===== src/rtl/draw_cmd_pkg.sv =====
// draw_cmd_pkg: command codes, sprite colour encodings and FSM states shared by the draw sequencer.
package draw_cmd_pkg;

    localparam logic [4:0] CMD_SLOT_BASE = 5'b00001;
    localparam logic [4:0] CMD_DIGIT1    = 5'b10001;
    localparam logic [4:0] CMD_DIGIT2    = 5'b10010;
    localparam logic [4:0] CMD_ERASE     = 5'b10100;
    localparam logic [4:0] CMD_COMMIT    = 5'b10101;
    localparam logic [4:0] CMD_NOP       = 5'b10110;
    localparam logic [4:0] CMD_BAR_L     = 5'b10111;
    localparam logic [4:0] CMD_BAR_R     = 5'b11000;
    localparam logic [4:0] CMD_BAR_M     = 5'b11001;

    localparam logic [2:0] COL_PLAIN      = 3'b000;
    localparam logic [2:0] COL_RED_SMALL  = 3'b001;
    localparam logic [2:0] COL_BLUE_SMALL = 3'b010;
    localparam logic [2:0] COL_RED_BIG    = 3'b011;
    localparam logic [2:0] COL_BLUE_BIG   = 3'b100;

    typedef enum logic [1:0] {
        SPR_PLAIN,
        SPR_SMALL,
        SPR_BIG
    } sprite_t;

    typedef enum logic [3:0] {
        ST_IDLE,
        ST_ERASE,
        ST_SLOT,
        ST_DIGIT1,
        ST_DIGIT2,
        ST_BAR_L,
        ST_BAR_R,
        ST_BAR_M,
        ST_COMMIT
    } state_t;

    // Any colour with the top bit set is a blue big face.
    function automatic sprite_t sprite_of(input logic [2:0] col);
        return ((col & COL_BLUE_BIG) != 3'b000 || col == COL_RED_BIG) ? SPR_BIG
             : (col == COL_RED_SMALL || col == COL_BLUE_SMALL)        ? SPR_SMALL
             : (col == COL_PLAIN)                                     ? SPR_PLAIN
             :                                                          SPR_BIG;
    endfunction

endpackage


===== src/rtl/draw_sequencer_hold_timer.sv =====
// hold_timer: loadable 12-bit down-counter that stops at zero and flags it.
module hold_timer (
    input  logic        i_clk,
    input  logic        i_rst_n,
    input  logic        i_load,
    input  logic [11:0] i_value,
    output logic        o_zero
);
    logic [11:0] r_cnt;

    always_ff @(posedge i_clk or negedge i_rst_n) begin
        if (!i_rst_n) begin
            r_cnt <= '0;
        end else if (i_load) begin
            r_cnt <= i_value;
        end else if (r_cnt != 12'd0) begin
            r_cnt <= r_cnt - 12'd1;
        end
    end

    assign o_zero = (r_cnt == 12'd0);

endmodule


===== src/rtl/draw_sequencer.sv =====
// draw_sequencer: issues the per-frame draw command stream, holding each command for its sprite's plot time.
module draw_sequencer
    import draw_cmd_pkg::*;
#(
    parameter int ERASE_CYCLES   = 2268,
    parameter int PLAIN_CYCLES   = 16,
    parameter int SMALL_CYCLES   = 81,
    parameter int BIG_CYCLES     = 169,
    parameter int DIGIT_CYCLES   = 1,
    parameter int MID_BAR_CYCLES = 32
) (
    input  logic        CLK,
    input  logic        reset,
    input  logic        frame_tick,
    input  logic [14:0] slot_valid,
    input  logic [44:0] slot_colour,
    output logic [4:0]  command,
    output logic        busy,
    output logic        frame_done,
    output logic        overrun
);
    state_t           r_state, w_next;
    logic [3:0]       r_slot, w_slot_next, w_nidx;
    logic [14:0]      r_valid;
    logic [14:0][2:0] r_col;
    logic [4:0]       r_cmd, w_cmd, w_ncmd;
    logic             r_busy, r_done, r_overrun;
    logic             w_load, w_zero, w_nv;
    logic [11:0]      w_val, w_nhold;
    sprite_t          w_spr;

    hold_timer u_hold (
        .i_clk   (CLK),
        .i_rst_n (reset),
        .i_load  (w_load),
        .i_value (w_val),
        .o_zero  (w_zero)
    );

    // Zero-based index of the slot entered next (slot 1 when leaving ERASE).
    assign w_nidx  = (r_state == ST_ERASE) ? 4'd0 : r_slot;
    assign w_nv    = r_valid[w_nidx];
    assign w_spr   = sprite_of(r_col[w_nidx]);
    assign w_nhold = !w_nv                  ? 12'd0
                   : (w_nidx >= 4'd10)      ? 12'(PLAIN_CYCLES - 1)
                   : (w_spr == SPR_BIG)     ? 12'(BIG_CYCLES - 1)
                   : (w_spr == SPR_SMALL)   ? 12'(SMALL_CYCLES - 1)
                   :                          12'(PLAIN_CYCLES - 1);
    assign w_ncmd  = w_nv ? CMD_SLOT_BASE + 5'(w_nidx) + 5'd1 : CMD_NOP;

    always_comb begin
        w_next      = r_state;
        w_slot_next = r_slot;
        w_cmd       = r_cmd;
        w_load      = 1'b0;
        w_val       = '0;
        case (r_state)
            ST_IDLE: if (frame_tick) begin
                w_next = ST_ERASE;
                w_cmd  = CMD_ERASE;
                w_load = 1'b1;
                w_val  = 12'(ERASE_CYCLES - 1);
            end
            ST_ERASE, ST_SLOT: if (w_zero) begin
                w_load = 1'b1;
                if (r_state == ST_SLOT && r_slot == 4'd15) begin
                    w_next      = ST_DIGIT1;
                    w_slot_next = 4'd1;
                    w_cmd       = CMD_DIGIT1;
                    w_val       = 12'(DIGIT_CYCLES - 1);
                end else begin
                    w_next      = ST_SLOT;
                    w_slot_next = w_nidx + 4'd1;
                    w_cmd       = w_ncmd;
                    w_val       = w_nhold;
                end
            end
            ST_DIGIT1: if (w_zero) begin
                w_next = ST_DIGIT2;
                w_cmd  = CMD_DIGIT2;
                w_load = 1'b1;
                w_val  = 12'(DIGIT_CYCLES - 1);
            end
            ST_DIGIT2: if (w_zero) begin
                w_next = ST_BAR_L;
                w_cmd  = CMD_BAR_L;
                w_load = 1'b1;
                w_val  = 12'(PLAIN_CYCLES - 1);
            end
            ST_BAR_L: if (w_zero) begin
                w_next = ST_BAR_R;
                w_cmd  = CMD_BAR_R;
                w_load = 1'b1;
                w_val  = 12'(PLAIN_CYCLES - 1);
            end
            ST_BAR_R: if (w_zero) begin
                w_next = ST_BAR_M;
                w_cmd  = CMD_BAR_M;
                w_load = 1'b1;
                w_val  = 12'(MID_BAR_CYCLES - 1);
            end
            ST_BAR_M: if (w_zero) begin
                w_next = ST_COMMIT;
                w_cmd  = CMD_COMMIT;
                w_load = 1'b1;
                w_val  = 12'd0;
            end
            default: begin
                w_next = ST_IDLE;
                w_cmd  = CMD_NOP;
            end
        endcase
    end

    // Outputs are registered from the next state so they line up with the command.
    always_ff @(posedge CLK or negedge reset) begin
        if (!reset) begin
            r_state   <= ST_IDLE;
            r_slot    <= 4'd1;
            r_valid   <= '0;
            r_col     <= '0;
            r_cmd     <= CMD_NOP;
            r_busy    <= 1'b0;
            r_done    <= 1'b0;
            r_overrun <= 1'b0;
        end else begin
            r_state   <= w_next;
            r_slot    <= w_slot_next;
            r_cmd     <= w_cmd;
            r_busy    <= (w_next != ST_IDLE);
            r_done    <= (w_next == ST_COMMIT);
            r_overrun <= frame_tick && (r_state != ST_IDLE);
            if (r_state == ST_IDLE && frame_tick) begin
                r_valid <= slot_valid;
                r_col   <= slot_colour;
            end
        end
    end

    assign command    = r_cmd;
    assign busy       = r_busy;
    assign frame_done = r_done;
    assign overrun    = r_overrun;

endmodule


===== config.mk =====
export PLATFORM = sky130hd
export DESIGN_NAME = draw_sequencer
export DESIGN_NICKNAME = d
export VERILOG_FILES = /design/src/rtl/draw_cmd_pkg.sv /design/src/rtl/draw_sequencer_hold_timer.sv /design/src/rtl/draw_sequencer.sv
export SDC_FILE = /design/constraint.sdc
export NUM_CORES = 1
export LEC_CHECK = 0
export CORE_MARGIN = 3
export CORE_UTILIZATION = 46
export CTS_BUF_LIST = sky130_fd_sc_hd__clkbuf_2
export CTS_CLUSTER_DIAMETER = 120
export DETAILED_ROUTE_END_ITERATION = 8
export PLACE_DENSITY = 0.7
export SLEW_MARGIN = 25
export SYNTH_ARGS = -nofsm -noshare
export SYNTH_HDL_FRONTEND = slang
export SYNTH_SLANG_ARGS = --single-unit

===== constraint.sdc =====
create_clock -name CLK -period 7.52 [get_ports CLK]
set_input_delay 0.752 -clock CLK [delete_from_list [all_inputs] [get_ports CLK]]
set_output_delay 0.752 -clock CLK [all_outputs]
set_load 0.01 [all_outputs]

==> results.json <==
{
  "syn_avg_cell_area_um2": 11.0,
  "first_pass_iters": 5,
  "synthesis.area_um2": 4580,
  "dr.max_layer_used": "met4",
  "ys.flop_type": "dfrtp_1",
  "synthCells": 416,
  "antenna_cells": 0,
  "leakagePower_nw": 2.45,
  "grt-ovfl-total": 0,
  "yosys_warnings": 0,
  "cts_tree": "done",
  "dieArea_um2": 11200,
  "synth_top_area_share_pct": 45.9,
  "total_power_mw": 0.751,
  "std_cell_rows": 35,
  "async_flop_share_pct": 100,
  "cts_buffers": 9,
  "detail_route.wl_per_cell_um": 16.0,
  "cts_max_path_buffers": 2,
  "grt_pass1_vias": 3420,
  "wl_met2_um": 4530,
  "end_kind": "flop",
  "numPortBuffers": 70,
  "instances_no_fill": 606,
  "layout_setup_ws_ns": 3.88,
  "clock-sinks": 88,
  "placed_area_um2": 5350,
  "drive_above_1_share_pct": 21.2,
  "grt_first_pass_wirelength_um": 16600,
  "dr_wl_met3_um": 376,
  "netlist.top_cell.by_area": "dfrtp_1",
  "maxCapViolCount": 0,
  "min_period_ns": 3.64,
  "synth_area_leaders": "dfrtp_1, mux2_2, mux2i_1, dfstp_2, nor2_1",
  "wl_met1_um": 4630,
  "critPathRequiredTime_ns": 7.95,
  "run_status": "finished, final reports clean",
  "clkTransAtPathRegs_ns": 0.23,
  "grt_max_degree": 89,
  "ant_nets": 0,
  "htree_levels": 3,
  "final_cell_mix": "dfrtp_1, clkdlybuf4s50_1, mux2_2, nor2_1, nand2_1",
  "io_pins": 71,
  "synth-seq-cells": 88,
  "gp_congestion": 0.845,
  "postCtsResizedCells": 0,
  "timing.final.crit_share_pct": 48.4,
  "start_util_pct": 48.5,
  "critPathKind": "flop to flop",
  "slew_viol_final": 0,
  "finalNetCount": 540,
  "syn_nets": 484,
  "hold_ws_ns": 0.241,
  "setup_tns_ns": 0,
  "relSlewSlack_pct": 41.8,
  "synth_edf_count": 0,
  "fillers": 840,
  "place_ws_ns": 3.93,
  "worstHoldPathType": "primary input to asynchronous set/reset pin",
  "antenna_found_initial": 0,
  "core-area_um2": 9460,
  "die_x_um": 106,
  "hold_viol": 0,
  "ys_seq_area_share_pct": 48.1,
  "drc": 0,
  "cts_hold_buf": 0,
  "track_usage_pct": 18.3,
  "final_area_um2": 5450,
  "max_freq_mhz": 275,
  "worstMarginPinSlew_ns": 0.870,
  "drt_wl_total_um": 9720,
  "p_per_area_nw_per_um2": 138,
  "fin_util_pct": 57.7,
  "worst_setup_path_start_kind": "flop",
  "postCtsSetupBuffers": 0,
  "layout_commonest_cell": "dfrtp_1",
  "die_h_um": 106,
  "area_growth_syn_to_layout_pct": 19.0,
  "clk_latency_ns": 0.54,
  "vdd_drop_max_v": 0.0000694,
  "rsz0062_at_grt": "no",
  "num_vias": 3334,
  "numPlacedInstances": 590,
  "viasPerCell": 5.50,
  "arrival_ns": 4.08,
  "fin_worst_skew_ns": 0.0235,
  "worst-path-max-fanout": 19,
  "cts_root_buf": "clkbuf_2",
  "finalSetupViolations": 0,
  "first_iter_violations": 182,
  "synth.distinct_cells": 61,
  "dpl.hpwl_um": 6950
}
[critical path, stage by stage, from the launching register on]
cell and delay, ns:
dfrtp_1 0.63, or4b_4 0.76, nand2_4 0.13, inv_2 0.07, o32a_1 0.36, a211oi_2 0.22, nand3_2 0.13, xor2_1 0.25
nand2b_1 0.09, ha_1 0.29, or2_2 0.31, a21oi_1 0.20, a22oi_1 0.10
[layer usage]
| layer | vias up | global-route usage (%) |
|---|---|---|
| li1 | 1630 | - |
| met1 | 1621 | 25.5 |
| met2 | 69 | 28.2 |
| met3 | 14 | 3.18 |
| met4 | 0 | 7.59 |
| met5 | - | 0 |
[report_power, final]
part           switching [mW]  internal (mW)
Combinational          0.0138         0.0287
Sequential          0.0000514          0.474
Clock                   0.154         0.0797
[cell families (layout without fill, tap and decap cells)]
family	Yosys count	count (layout)	share of synthesized area, %
AND/OR/NAND/NOR	112	112	13.0
AO/OA/AOI/OAI	80	80	12.3
XOR/XNOR	10	10	1.91
multiplexers	79	79	19.5
flip-flops	88	88	48.1
buffers and inverters	42	103	3.88
adder cells (fa/ha/maj)	5	5	1.36
[state kept, by name, summed over array words and instances, names as in the netlist]
name,cells
r_col,45
r_valid,15
u_hold.r_cnt,12
command,5
r_slot,4
r_state,4
busy,1
frame_done,1
overrun,1
[Yosys cell counts (2+ instances only)]
cell type / instances
nand3_1: 8
inv_1: 14
clkbuf_1: 20
nand4_1: 5
nor2b_1: 4
o211ai_1: 3
nand2b_1: 6
a21oi_1: 17
a31oi_1: 6
a21boi_0: 2
a211oi_1: 3
o21ai_0: 15
a22oi_1: 2
o2111ai_1: 2
or4_1: 2
nor3_1: 10
a22o_1: 3
mux4_2: 2
o221ai_1: 3
nand3b_1: 3
and2_1: 3
buf_2: 4
or2_2: 2
xnor2_1: 6
nor2_1: 28
o22ai_1: 3
dfrtp_1: 84
nor4_1: 3
mux2_2: 62
and3_1: 5
xor2_1: 4
dfstp_2: 4
ha_1: 5
a2111oi_0: 5
buf_6: 2
o311ai_0: 2
mux2i_1: 15
nand2_1: 25
a211o_1: 2
[layout make-up]
class | instances | area [um2] | share of cell area, %
Timing Repair Buffer | 72 | 717 | 13.1
Inverter | 15 | 56.3 | 1.03
Sequential cell | 88 | 2210 | 40.5
Tap cell | 129 | 161 | 2.96
Clock inverter | 4 | 47.5 | 0.872
Clock buffer | 12 | 60.1 | 1.10
Multi-Input combinational cell | 286 | 2200 | 40.4
[worst paths after layout]
| kind | from | endpoint | slack [ns] | cells past startpoint |
|---|---|---|---|---|
| min in group CLK | command[2] | command[2] | 0.53 | 2 |
| worst min-delay path | reset | r_col[31] | 0.24 | 1 |
| worst max-delay path | r_state[2] | u_hold.r_cnt[0] | 3.88 | 12 |
| worst max register to register | r_state[2] | u_hold.r_cnt[0] | 3.88 | 12 |
| worst min register to register | command[2] | command[2] | 0.53 | 2 |
| max in group asynchronous | reset | r_col[38] | 6.76 | 1 |
Power figures use the tool's default switching activity.
